--- config.mk ---
export PLATFORM = sky130hd
export DESIGN_NAME = hdmipixset_flat
export DESIGN_NICKNAME = d
export VERILOG_FILES = /design/src/rtl/hdmipixset_if.sv /design/src/rtl/hdmipixset.sv /design/src/flat_wrapper.sv
export SDC_FILE = /design/constraint.sdc
export NUM_CORES = 1
export LEC_CHECK = 0
export ABC_AREA = 1
export BUFFER_PORTS_ARGS = -buffer_cell sky130_fd_sc_hd__clkbuf_2
export CAP_MARGIN = 20
export CORE_MARGIN = 2
export CORE_UTILIZATION = 50
export DETAILED_ROUTE_END_ITERATION = 12
export GPL_TIMING_DRIVEN = 1
export PLACE_DENSITY = 0.7
export SLEW_MARGIN = 20
export SYNTH_ARGS = -nofsm -noshare
export SYNTH_HDL_FRONTEND = slang
export SYNTH_SLANG_ARGS = --single-unit
--- constraint.sdc ---
create_clock -name i_clk -period 2.5 [get_ports i_clk]
set_input_delay 0.125 -clock i_clk [delete_from_list [all_inputs] [get_ports i_clk]]
set_output_delay 0.125 -clock i_clk [all_outputs]
set_load 0.05 [all_outputs]
--- src/rtl/hdmipixset_if.sv ---
// Wishbone slave bus for the HDMI pixel-injection block.
interface hdmipixset_if;
  logic        i_wb_cyc;
  logic        i_wb_stb;
  logic        i_wb_we;
  logic [1:0]  i_wb_addr;
  logic [31:0] i_wb_data;
  logic        o_wb_stall;
  logic        o_wb_ack;
  logic [31:0] o_wb_data;

  modport master (
    output i_wb_cyc, i_wb_stb, i_wb_we, i_wb_addr, i_wb_data,
    input  o_wb_stall, o_wb_ack, o_wb_data
  );

  modport slave (
    input  i_wb_cyc, i_wb_stb, i_wb_we, i_wb_addr, i_wb_data,
    output o_wb_stall, o_wb_ack, o_wb_data
  );
endinterface

--- src/rtl/hdmipixset.sv ---
// Substitutes a bus-programmed RGB pixel at one (frame-clock, pixel) position,
// either once (armed) or every frame (continuous).
module hdmipixset #(
  parameter int CLKBITS = 30
) (
  input  logic         i_clk,
  input  logic         i_reset,
  hdmipixset_if.slave  wb,
  input  logic [9:0]   i_hdmi_r,
  input  logic [9:0]   i_hdmi_g,
  input  logic [9:0]   i_hdmi_b,
  output logic [9:0]   o_hdmi_r,
  output logic [9:0]   o_hdmi_g,
  output logic [9:0]   o_hdmi_b
);

  typedef enum logic [1:0] {S_IDLE, S_ARMED, S_CONT} state_t;

  state_t               state, state_nxt;
  logic [CLKBITS-1:0]   frame_clks, frame_pixel, counter;
  logic [29:0]          pix_value;
  logic                 done;
  logic [15:0]          count;
  logic                 wr, ctrl_wr, match, hit, is_armed, is_cont;
  logic                 unused_bits;

  assign wr          = wb.i_wb_stb && wb.i_wb_we;
  assign ctrl_wr     = wr && (wb.i_wb_addr == 2'd3);
  assign match       = (counter == frame_pixel);
  assign wb.o_wb_stall = 1'b0;
  assign unused_bits = &{1'b0, wb.i_wb_data[31:30]};

  // State register
  always_ff @(posedge i_clk) begin
    if (i_reset) state <= S_IDLE;
    else         state <= state_nxt;
  end

  // Next-state: a control write overrides the armed-hit return to idle
  always_comb begin
    state_nxt = state;
    if (ctrl_wr) begin
      if (wb.i_wb_data[1])      state_nxt = S_CONT;
      else if (wb.i_wb_data[0]) state_nxt = S_ARMED;
      else                      state_nxt = S_IDLE;
    end else if (state == S_ARMED && match) begin
      state_nxt = S_IDLE;
    end
  end

  always_comb begin
    is_armed = 1'b0;
    is_cont  = 1'b0;
    case (state)
      S_ARMED: is_armed = 1'b1;
      S_CONT:  is_cont  = 1'b1;
      default: ;
    endcase
    hit = match && (is_armed || is_cont);
  end

  always_ff @(posedge i_clk) begin
    if (i_reset) begin
      frame_clks  <= '0;
      frame_pixel <= '0;
      pix_value   <= '0;
      counter     <= '0;
      done        <= 1'b0;
      count       <= '0;
    end else begin
      if (wr && wb.i_wb_addr == 2'd0) counter <= '0;
      else if (counter < frame_clks)  counter <= counter + CLKBITS'(1);
      else                            counter <= '0;

      if (wr) begin
        case (wb.i_wb_addr)
          2'd0:    frame_clks  <= wb.i_wb_data[CLKBITS-1:0];
          2'd1:    frame_pixel <= wb.i_wb_data[CLKBITS-1:0];
          2'd2:    pix_value   <= wb.i_wb_data[29:0];
          default: ;
        endcase
      end

      // Control write clearing takes priority over the hit bookkeeping
      if (ctrl_wr) begin
        done  <= 1'b0;
        count <= '0;
      end else begin
        if (hit && is_armed)         done  <= 1'b1;
        if (hit && count != 16'hFFFF) count <= count + 16'd1;
      end
    end
  end

  always_ff @(posedge i_clk) begin
    if (i_reset) begin
      {o_hdmi_r, o_hdmi_g, o_hdmi_b} <= '0;
      wb.o_wb_ack  <= 1'b0;
      wb.o_wb_data <= '0;
    end else begin
      {o_hdmi_r, o_hdmi_g, o_hdmi_b} <= hit ? pix_value : {i_hdmi_r, i_hdmi_g, i_hdmi_b};
      wb.o_wb_ack <= wb.i_wb_stb && wb.i_wb_cyc;
      case (wb.i_wb_addr)
        2'd0:    wb.o_wb_data <= 32'(frame_clks);
        2'd1:    wb.o_wb_data <= 32'(frame_pixel);
        2'd2:    wb.o_wb_data <= {2'b00, pix_value};
        default: wb.o_wb_data <= {count, 13'b0, done, is_cont, is_armed};
      endcase
    end
  end

endmodule

--- src/flat_wrapper.sv ---
// flat-port wrapper written by rule: the top's interface ports become plain ports
module hdmipixset_flat 
#(
  parameter int CLKBITS = 30
)
  (i_clk, i_reset, i_hdmi_r, i_hdmi_g, i_hdmi_b, o_hdmi_r, o_hdmi_g, o_hdmi_b, wb_i_wb_cyc, wb_i_wb_stb, wb_i_wb_we, wb_i_wb_addr, wb_i_wb_data, wb_o_wb_stall, wb_o_wb_ack, wb_o_wb_data);
  hdmipixset_if wb_i ();
  input  logic i_clk;
  input  logic i_reset;
  input  logic [9:0] i_hdmi_r;
  input  logic [9:0] i_hdmi_g;
  input  logic [9:0] i_hdmi_b;
  output logic [9:0] o_hdmi_r;
  output logic [9:0] o_hdmi_g;
  output logic [9:0] o_hdmi_b;
  input wire logic [$bits(wb_i.i_wb_cyc)-1:0] wb_i_wb_cyc;
  input wire logic [$bits(wb_i.i_wb_stb)-1:0] wb_i_wb_stb;
  input wire logic [$bits(wb_i.i_wb_we)-1:0] wb_i_wb_we;
  input wire logic [$bits(wb_i.i_wb_addr)-1:0] wb_i_wb_addr;
  input wire logic [$bits(wb_i.i_wb_data)-1:0] wb_i_wb_data;
  output wire logic [$bits(wb_i.o_wb_stall)-1:0] wb_o_wb_stall;
  output wire logic [$bits(wb_i.o_wb_ack)-1:0] wb_o_wb_ack;
  output wire logic [$bits(wb_i.o_wb_data)-1:0] wb_o_wb_data;
  assign wb_i.i_wb_cyc = wb_i_wb_cyc;
  assign wb_i.i_wb_stb = wb_i_wb_stb;
  assign wb_i.i_wb_we = wb_i_wb_we;
  assign wb_i.i_wb_addr = wb_i_wb_addr;
  assign wb_i.i_wb_data = wb_i_wb_data;
  assign wb_o_wb_stall = wb_i.o_wb_stall;
  assign wb_o_wb_ack = wb_i.o_wb_ack;
  assign wb_o_wb_data = wb_i.o_wb_data;
  hdmipixset #(.CLKBITS(CLKBITS)) u_core (.i_clk(i_clk), .i_reset(i_reset), .wb(wb_i), .i_hdmi_r(i_hdmi_r), .i_hdmi_g(i_hdmi_g), .i_hdmi_b(i_hdmi_b), .o_hdmi_r(o_hdmi_r), .o_hdmi_g(o_hdmi_g), .o_hdmi_b(o_hdmi_b));
endmodule
==> summary.md, run 1 <==
| Metric | Value |
|---|---|
| Net Count, Synth | 1,486 |
| Resized cells post-CTS | 0 |
| DRT Wirelength | 28,300 µm |
| Placement Setup Slack | 377 ps |
| PnR worst setup slack | 297 ps |
| Total CTS buffers | 22 |
| DR pass1 iterations | 5 |
| Fin crit period | 2200 ps |
| DIE HEIGHT | 143 µm |
| Area occupied by multi-input gates | 0.00454 mm² |
| Ant diodes | 0 |
| Crit-path cells | inv_2, nand2_1, nand2_1, nor2_1, nand2_1, nor2_1, nand2_2, nor2_8, nand2_4, inv_6, nor2_1, nor2_1 |
| CTS sink cnt | 202 |
| Clk buf depth | 3 |
| # IOs | 133 |
| Vias | 9,560 |
| Nets | 1,663 |
| Final hold vios | 0 |
| Starting Density | 0.513 |
| Post-Syn Instances | 1,384 |
| Most used cell, CP | nor2_1 |
| Async SR Flop Fraction | 0 |
| Input/output buffers | 129 |
| Setup violators final | 0 |
| PwrDens | 631 mW/mm² |
| Lkg Pwr | 5.36 nW |
| CTS tree | built |
| Vias in the first global route | 8,773 |
| Top-count cell post-synth | nand2_1 |
| Setup tns final | 0 ps |
| Flops & latches, synth | 202 |
| CP startpoint kind | register |
| Vias per cell | 5.21 |
| H-Tree Depth | 1 |
| RSZ-0062 raised after global routing | false |
| Yosys warning total | 0 |
| VDD IR max | 0.000361 V |
| Die ar. | 0.0205 mm² |
| Met2 WL post-DR | 12,300 µm |
| Most frequent cells after synthesis | nand2_1 (240), nor2_1 (229), dfxtp_1 (202), inv_1 (188), o21ai_0 (123) |
| Floorplan Core Area | 0.0188 mm² |
| Drt drc | 0 |
| Final core occ | 0.629 |
| Final ANT Viol Nets | 0 |
| Metal-1 WL | 13,000 µm |
| First-pass GRT wire length | 44,700 µm |
| Synth top area share | 0.418 |
| Leading area contributor after synthesis | dfxtp_1 |
| Rows | 50 |
| Fmax | 454 MHz |
| Detailed placer's ending HPWL | 19,700 µm |
| RePlAce Congestion | 0.902 |
| Critical Path End Type | register |
| Register area | 0.00404 mm² |
| CTS root buf | clkbuf_16 |
| # Max-Cap Violations | 0 |
| DR WL/cell | 15.4 µm |
| Mapped cell area | 0.00966 mm² |
| Post-synth cell types | 37 |
| Final clock skew | 15.0 ps |
| Clock Latency Late Sink | 510 ps |
| Max-slew violations | 0 |
| Period utilisation layout | 0.881 |
| Slew @ Worst Pin | 1040 ps |
| Overflow after GRT | 0 |
| CP max stage delay | 540 ps |
| Hold Path Class | primary input to register |
| Area Overhead vs Synth | 22.6% |
| Largest net degree at the start of global routing | 62 |
| Max Fanout on Critical Path | 31 |
| Post-synthesis sequential area ratio | 0.418 |
| Overall routing resource usage | 0.275 |
| Fillers | 1,656 |
| Slowest CP cell | dfxtp_1 |
| EDFF count, synth | 0 |
| Slew HR | 0.305 |
| Initial drt markers | 896 |
| Initial antenna violation count | 0 |
| Metal3 WL | 2110 µm |
| WP data arrival | 2620 ps |
| Synth area leaders | dfxtp_1 (42%), nand2_1 (9.3%), nor2_1 (8.9%) |
| Clk slew on worst S/H paths | 60 ps |
| Syn Area/Cell | 6.98 µm² |
| Worst Path Required | 2920 ps |
| Status | finished, final reports clean |
| DR top layer | met4 |
| Die width | 143 µm |
| Top FF cell, synth | dfxtp_1 |
| Setup CP Type | register to register |
| Share of cells above drive strength 1 | 0.132 |
==> per-layer routing <==
layer  global-route usage  vias to the layer above
met5                    0                        -
met2                0.428                      406
met1                0.389                     4310
li1                     -                     4780
met4               0.0928                        0
met3               0.0433                       64
==> repair_timing <==
action | 4_1_cts | 5_1_grt
endpoints found under the hold margin | 118 | 0
hold buffers | 63 | 0
buffers inserted | 0 | 0
==> metrics by stage <==
stage | hold WS, ps | std cells | power (mW) | cell area, µm²
after floorplan | 194 | 1384 | 4.00 | 9660
after global placement | 339 | 1734 | 4.24 | 10500
after detailed placement | 341 | 1734 | 4.25 | 10500
after CTS | 0.114 | 1834 | 7.49 | 11900
after global routing | 7.27 | 1834 | 7.74 | 11900
final | 16.8 | 1834 | 7.48 | 11900
==> worst max-delay path: cells and delay by family (launching register included) <==
kind                   cells  cell delay [ps]
and+or+nand+nor           10             1180
DFF                        1              540
buffers and inverters      2              410
==> cells by family after synthesis <==
family,Yosys count,share of synthesized area
simple gates,586,0.254
compound gates,270,0.146
buf+inv,262,0.111
flops,202,0.418
fa+ha+maj,33,0.0427
xor+xnor,30,0.0272
other cells,1,0.000388
==> state kept, by name, summed over array words and instances, names as in the netlist <==
signal	count
u_core.wb.o_wb_ack	1
u_core.o_hdmi_g	10
u_core.counter	30
u_core.frame_pixel	30
u_core.state	2
u_core.pix_value	30
u_core.frame_clks	30
u_core.count	16
u_core.wb.o_wb_data	32
u_core.o_hdmi_b	10
u_core.o_hdmi_r	10
u_core.done	1
==> area by class of cell <==
class / instances / area share
clock buffers: 30 / 0.0542
clock inverters: 7 / 0.00528
inverters: 199 / 0.0636
multi-input cells: 920 / 0.383
flip-flops and latches: 202 / 0.341
well taps: 260 / 0.0275
repair buffers: 216 / 0.125
==> cells in the final DEF, fill, tap and decap left out, types with 4 or more instances in the layout <==
cell type	Yosys	routed
o21ai_0	123	123
nor2_2	4	4
o2111ai_1	4	4
nand4_1	31	31
dfxtp_1	202	202
nor2_1	229	229
clkbuf_2	1	129
a21oi_1	84	84
xor2_1	27	27
clkbuf_8	0	4
dlygate4sd3_1	0	63
o22ai_1	4	4
nand2_1	240	240
nand3_1	33	33
clkbuf_16	0	23
o21ai_1	39	39
clkinv_2	0	6
nor3_1	33	33
buf_4	2	22
inv_2	9	8
nor4_1	7	7
inv_1	188	187
ha_1	33	33
o211ai_1	15	15
==> power by group <==
group	switching (mW)	total, mW	internal [mW]
clock network	1.31	3.20	1.89
registers	0.0630	3.38	3.32
logic	0.599	0.896	0.297
total	1.98	7.48	5.51
==> final timing paths <==
kind	slack, ps	cells past startpoint	to	from
worst max-delay path	300	12	u_core.o_hdmi_g[9]	u_core.counter[4]
worst max register to register	300	12	u_core.o_hdmi_g[9]	u_core.counter[4]
worst min register to register	470	2	u_core.done	u_core.done
worst min-delay path	20	3	u_core.pix_value[3]	wb_i_wb_data[3]
(Power assumes the default switching activity.)
==> run 2: changes to the inputs <==
--- a/config.mk
+++ b/config.mk
@@ -5,14 +5,13 @@
 export SDC_FILE = /design/constraint.sdc
 export NUM_CORES = 1
 export LEC_CHECK = 0
-export ABC_AREA = 1
-export BUFFER_PORTS_ARGS = -buffer_cell sky130_fd_sc_hd__clkbuf_2
 export CAP_MARGIN = 20
 export CORE_MARGIN = 2
 export CORE_UTILIZATION = 50
 export DETAILED_ROUTE_END_ITERATION = 12
+export DONT_BUFFER_PORTS = 1
 export GPL_TIMING_DRIVEN = 1
-export PLACE_DENSITY = 0.7
+export PLACE_DENSITY = 0.64
 export SLEW_MARGIN = 20
 export SYNTH_ARGS = -nofsm -noshare
 export SYNTH_HDL_FRONTEND = slang
==> summary.md, run 2 <==
| Metric | Value |
|---|---|
| Clk slew on worst S/H paths | 60 ps (about the same) |
| Synth top area share | 0.441 (+0.0229) |
| Final ANT Viol Nets | 0 (unchanged) |
| WP depth | 8 (-4) |
| Rows | 49 (-2.0%) |
| Setup CP Type | register to register |
| Vias | 7,945 (-17%) |
| DR pass1 iterations | 5 (unchanged) |
| Crit-path cells | xor2_1, nor4_2, nand4_2, buf_4, or2_2, nand3_1, a21oi_1, dlygate4sd3_1 |
| Leading area contributor after synthesis | dfxtp_1 |
| Family with the most delay on the worst path | simple AND/OR/NAND/NOR gates |
| Slowest CP cell | dlygate4sd3_1 |
| Largest net degree at the start of global routing | 135 (+120%) |
| Async SR Flop Fraction | 0 (unchanged) |
| R2R depth | 8 (-4) |
| CP max stage delay | 550 ps (about the same) |
| Worst Setup EP | u_core.state[1] |
| Overall routing resource usage | 0.265 (-0.00973) |
| Syn Area/Cell | 8.52 µm² (+22%) |
| Critical path origin | u_core.frame_pixel[18] |
| WP buf/inv | 2 (unchanged) |
| Final core occ | 0.618 (-0.0111) |
| Post-synth cell types | 45 (+22%) |
| Max reg flops | 32 (unchanged) |
| # IOs | 133 (unchanged) |
| # Max-Cap Violations | 0 (unchanged) |
| Overflow after GRT | 0 (unchanged) |
| RePlAce Congestion | 0.893 (-0.93%) |
| Post-CTS Setup Inserts | 0 (unchanged) |
| Die width | 139 µm (-2.6%) |
| Most frequent cells in the layout | nand2_1 (239), dfxtp_1 (200), a21oi_1 (153) |
| CTS sink cnt | 202 (unchanged) |
| Net Count, Synth | 1,178 (-21%) |
| Clock Latency Late Sink | 510 ps (about the same) |
| H-Tree Depth | 1 (unchanged) |
| Floorplan Core Area | 0.0180 mm² (-4.6%) |
| Fin crit period | 2400 ps (+199 ps) |
| Top FF cell, synth | dfxtp_1 |
| Pwr Total | 7.38 mW (-1.3%) |
| Total CTS buffers | 22 (unchanged) |
| Vias in the first global route | 7,510 (-14%) |
| Setup tns final | 0 ps (unchanged) |
| Slew HR | 0.544 (+0.239) |
| Final clock skew | 9.27 ps (-5.76 ps) |
| Nets | 1,253 (-25%) |
| Critical R2R Capture | u_core.state[1] |
| Detailed placer's ending HPWL | 16,200 µm (-18%) |
| Period utilisation layout | 0.961 (+0.0795) |
| Setup violators final | 0 (unchanged) |
| VDD IR max | 0.000462 V (+28%) |
| Placement Setup Slack | 247 ps (-130 ps) |
| Flops & latches, synth | 202 (unchanged) |
| Initial antenna violation count | 0 (unchanged) |
| DR WL/cell | 18.8 µm (+22%) |
| DIE HEIGHT | 139 µm (-2.6%) |
| Commonest non-fill, non-tap cell in the layout | nand2_1 |
| Share of cells above drive strength 1 | 0.0874 (-0.0447) |
| Lkg Pwr | 4.60 nW (-14%) |
| EDFF count, synth | 0 (unchanged) |
| Hold Path Stages | 2 (-1) |
| Area Overhead vs Synth | 21.2% |
| RSZ-0062 raised after global routing | false |
| Starting Density | 0.510 (-0.00309) |
| Vias per cell | 5.69 (+9.2%) |
| Worst Path Required | 2890 ps (-30 ps) |
| Max-slew violations | 0 (unchanged) |
| Yosys warning total | 0 (unchanged) |
| CP startpoint kind | register |
| Post-Syn Instances | 1,076 (-22%) |
| Mapped cell area | 0.00916 mm² (-5.2%) |
| Input/output buffers | 0 (-100%) |
| Status | finished, final reports clean |
| Synth area leaders | dfxtp_1 (44%), nand2_1 (9.8%), a21oi_1 (8.4%) |
| First-pass GRT wire length | 41,600 µm (-7.0%) |
| Max Fanout on Critical Path | 6 (-81%) |
| Most frequent cells after synthesis | nand2_1 (239), dfxtp_1 (202), a21oi_1 (153), nor2_1 (76), clkbuf_1 (52) |
| Ant diodes | 0 (unchanged) |
| Post-synthesis sequential area ratio | 0.441 (+0.0229) |
| Initial drt markers | 620 (-31%) |
| Critical Path End Type | register |
| R2R Path Start | u_core.frame_pixel[18] |
| Die ar. | 0.0194 mm² (-5.0%) |
| Slew @ Worst Pin | 684 ps (-353 ps) |
| Worst R2R Setup Slack | 100 ps (-200 ps) |
| Final hold vios | 0 (unchanged) |
| Drt drc | 0 (unchanged) |
| DRT Wirelength | 26,200 µm (-7.2%) |
| Most flops, register | u_core.wb.o_wb_data |
| Top-count cell post-synth | nand2_1 |
| PwrDens | 665 mW/mm² (+5.3%) |
| Hold Path Class | primary input to register |
| WP data arrival | 2790 ps (+170 ps) |
| Fmax | 416 MHz (-8.3%) |
| PnR worst setup slack | 98.2 ps (-199 ps) |
| Clk buf depth | 3 (unchanged) |
| CTS tree | built |
| CTS root buf | clkbuf_16 |
[run 2: cell count changes after synthesis, sizes merged, moves of 12 or more]
| cell | delta |
|---|---|
| nor2b | +21 |
| nand3 | -12 |
| nand4 | -15 |
| xnor2 | +16 |
| nor3 | -24 |
| mux4 | +17 |
| mux2i | +47 |
| a21oi | +69 |
| nor2 | -159 |
| o21ai | -155 |
| xor2 | +15 |
| o211ai | -15 |
| inv | -162 |
[run 2: per-layer routing]
| layer | GRT usage | part of all wire | up-vias |
|---|---|---|---|
| li1 | - | - | 3793 |
| met1 | 0.385 | 0.45 | 3782 |
| met2 | 0.413 | 0.45 | 323 |
| met3 | 0.0478 | 0.083 | 47 |
| met4 | 0.0606 | 0.019 | 0 |
| met5 | 0 | 0 | - |
[run 2: final cells by class]
cell class                      instances  area (µm²)
Sequential cell                       202        4050
Inverter                               36         135
Tap cell                              229         287
Clock buffer                           30         632
Fill cell                            1539        6860
Clock inverter                         10         103
Multi-Input combinational cell        776        4760
Timing Repair Buffer                  113        1140
[run 2: how the worst min path moves through the flow]
stage                    startpoint                 endpoint
floorplan           wb_i_wb_data[0]     u_core.frame_clks[0]
global placement            i_reset     u_core.pix_value[29]
detailed placement          i_reset      u_core.pix_value[0]
CTS                 wb_i_wb_addr[1]  u_core.wb.o_wb_data[16]
global route        wb_i_wb_addr[1]  u_core.wb.o_wb_data[16]
finish              wb_i_wb_addr[0]  u_core.wb.o_wb_data[25]
[run 2: stage by stage]
stage / cell area [µm²] / cells / hold WS, ps
global route: 11100 / 1396 / 16.5
finish: 11100 / 1396 / 10.7
CTS: 11100 / 1396 / 8.42
detailed placement: 9440 / 1268 / 207
floorplan: 9160 / 1076 / 261
global placement: 9440 / 1268 / 207
[run 2: where the power goes]
group / internal [mW] / leakage (nW) / switching [mW]
combinational: 0.253 / 2.60 / 0.340
clock: 1.98 / 0.366 / 1.34
sequential: 3.29 / 1.64 / 0.178
total: 5.52 / 4.60 / 1.86
[run 2: logic make-up (layout without fill, tap and decap cells)]
group                      Yosys count  count (layout)  share of synthesized area
AOI/OAI and AO/OA                  175             175                      0.101
xor gates and xnor gates            61              61                     0.0583
adders and majority gates           33              33                     0.0451
buffers and inverters               98             189                     0.0419
DFF                                202             202                      0.441
muxes                               64              64                     0.0931
other                                1               1                   0.000409
and+or+nand+nor                    442             442                      0.219
[run 2: timing repair]
action,4_1_cts,5_1_grt
endpoints found under the hold margin,160,0
endpoints found under the setup margin,0,1
resized for setup,0,4
hold buffers,88,0
==> run 3: changes to the inputs <==
--- a/config.mk
+++ b/config.mk
@@ -6,12 +6,15 @@
 export NUM_CORES = 1
 export LEC_CHECK = 0
 export CAP_MARGIN = 20
+export CELL_PAD_IN_SITES_DETAIL_PLACEMENT = 0
+export CELL_PAD_IN_SITES_GLOBAL_PLACEMENT = 1
+export CORE_ASPECT_RATIO = 1.4
 export CORE_MARGIN = 2
 export CORE_UTILIZATION = 50
 export DETAILED_ROUTE_END_ITERATION = 12
 export DONT_BUFFER_PORTS = 1
 export GPL_TIMING_DRIVEN = 1
-export PLACE_DENSITY = 0.64
+export PLACE_DENSITY = 0.82
 export SLEW_MARGIN = 20
 export SYNTH_ARGS = -nofsm -noshare
 export SYNTH_HDL_FRONTEND = slang
==> summary.md, run 3 (synthesis results as in run 2) <==
| Metric | Value |
|---|---|
| CTS root buf | clkbuf_16 |
| # Max-Cap Violations | 0 (unchanged) |
| Rows | 58 (+18%) |
| Input/output buffers | 0 (unchanged) |
| Overflow after GRT | 0 (unchanged) |
| Worst Path Required | 2880 ps (about the same) |
| RSZ-0062 raised after global routing | false |
| DRT Wirelength | 27,200 µm (+3.6%) |
| Area Overhead vs Synth | 21.1% |
| Final hold vios | 0 (unchanged) |
| Clk slew on worst S/H paths | 60 ps (about the same) |
| Clock Latency Late Sink | 500 ps (about the same) |
| # IOs | 133 (unchanged) |
| Critical Path End Type | register |
| DR pass1 iterations | 5 (unchanged) |
| Most flops, register | u_core.wb.o_wb_data |
| Period utilisation layout | 0.952 (-0.00889) |
| Floorplan Core Area | 0.0180 mm² (+0.19%) |
| Share of cells above drive strength 1 | 0.0915 (+0.00413) |
| Nets | 1,261 (+0.64%) |
| PwrDens | 641 mW/mm² (-3.6%) |
| Final ANT Viol Nets | 0 (unchanged) |
| Metal-1 WL | 10,700 µm (-8.7%) |
| CTS tree | built |
| RePlAce Congestion | 0.833 (-6.8%) |
| Total CTS buffers | 21 (-4.5%) |
| Post-route cell area | 0.0111 mm² (-0.12%) |
| Vias in the first global route | 7,671 (+2.1%) |
| Max Fanout on Critical Path | 16 (+10) |
| Drt drc | 0 (unchanged) |
| VDD IR max | 0.000469 V (+1.6%) |
| Largest net degree at the start of global routing | 135 (unchanged) |
| Die ar. | 0.0194 mm² (about the same) |
| DIE HEIGHT | 164 µm (+18%) |
| Metal3 WL | 1360 µm (-38%) |
| Initial drt markers | 618 (-0.32%) |
| Dpl cell area | 0.00951 mm² (+0.76%) |
| Post-Layout Cell Count | 1,410 (+1.0%) |
| Slew HR | 0.480 (-0.0640) |
| Vias per cell | 5.58 (-1.9%) |
| Max-slew violations | 0 (unchanged) |
| Initial antenna violation count | 1 (+1) |
| H-Tree Depth | 1 (unchanged) |
| Most frequent cells in the layout | nand2_1 (239), dfxtp_1 (200), a21oi_1 (153) |
| Clk buf depth | 3 (unchanged) |
| Fin crit period | 2380 ps (-22.2 ps) |
| Setup violators final | 0 (unchanged) |
| WP data arrival | 2760 ps (-30 ps) |
| Slew @ Worst Pin | 778 ps (+94.1 ps) |
| Max reg flops | 32 (unchanged) |
| CTS sink cnt | 202 (unchanged) |
| Final clock skew | 12.9 ps (+3.60 ps) |
| Hold Path Class | primary input to register |
| Status | finished, final reports clean |
| Met2 WL post-DR | 14,600 µm (+23%) |
| Overall routing resource usage | 0.275 (+0.00946) |
| Lkg Pwr | 4.60 nW (about the same) |
| Fmax | 420 MHz (+0.93%) |
| CP startpoint kind | register |
| Vias | 7,873 (-0.91%) |
| Inst Count DP | 1,290 (+1.7%) |
| Setup CP Type | register to register |
| Post-CTS Setup Inserts | 0 (unchanged) |
| DR top layer | met4 |
| Hold_ws | 10.9 ps (+0.215 ps) |
| First-pass GRT wire length | 41,900 µm (+0.65%) |
| Die width | 118 µm (-15%) |
| Setup tns final | 0 ps (unchanged) |
| DR WL/cell | 19.3 µm (+2.6%) |
| Commonest non-fill, non-tap cell in the layout | nand2_1 |
| Detailed placer's ending HPWL | 17,600 µm (+8.1%) |
| Starting Density | 0.509 (-0.000957) |
run 3: changes by cell type in the layout (fill, tap and decap cells not counted), moves of 2 or more:
| cell | change |
|---|---|
| buf_4 | +13 |
| clkinv_2 | -6 |
| buf_12 | -2 |
| clkbuf_16 | -2 |
| clkbuf_8 | +2 |
| clkinv_4 | +2 |
| dlygate4sd3_1 | -2 |
run 3: path summary, 6_finish.rpt:
| kind | from | to | slack (ps) | depth (start not counted) |
|---|---|---|---|---|
| max | u_core.counter[5] | u_core.o_hdmi_g[1] | 120 | 7 |
| min | wb_i_wb_addr[1] | u_core.frame_pixel[4] | 10 | 4 |
| max reg2reg | u_core.counter[5] | u_core.o_hdmi_g[1] | 120 | 7 |
| min reg2reg | u_core.done | u_core.done | 470 | 2 |
run 3: layout make-up:
class	count	area (µm²)
antenna	1	2.50
clock buffer	29	606
clock inverter	4	52.6
fill	1683	6910
inverter	36	135
multi-input combinational	776	4770
sequential	202	4050
tap	240	300
timing repair buffer	122	1180
run 3: what timing repair did:
item	in CTS	in global routing
hold endpoints to repair	160	1
hold buffers	85	1
resized for setup	0	5
endpoints found under the setup margin	0	5
run 3: metal layers:
metal / vias up / global-route usage
met4: 0 / 0.0850
met2: 237 / 0.513
met1: 3775 / 0.328
met3: 50 / 0.0326
met5: - / 0
li1: 3811 / -
run 3: worst max-delay path: stages (launching register included):
cell and delay (ps):
dfxtp_1 450, xor2_1 150, nor4_2 360, nand4_2 150, or2_4 370, mux2i_1 170, nor2_1 60, dlygate4sd3_1 550
run 3: through the flow:
| step | total power [mW] | setup slack (ps) | util |
|---|---|---|---|
| after floorplan | 3.86 | 487 | - |
| after global placement | 3.94 | 176 | 0.528 |
| after detailed placement | 3.95 | 163 | 0.528 |
| after CTS | 7.16 | 19.5 | 0.614 |
| after global routing | 7.33 | 1.14 | 0.616 |
| final | 7.11 | 120 | 0.616 |
run 3: power breakdown:
| group | switching (mW) | leakage, nW | internal (mW) |
|---|---|---|---|
| Clock | 1.27 | 0.325 | 1.78 |
| Combinational | 0.343 | 2.63 | 0.245 |
| Sequential | 0.177 | 1.64 | 3.29 |
| Total | 1.79 | 4.60 | 5.32 |
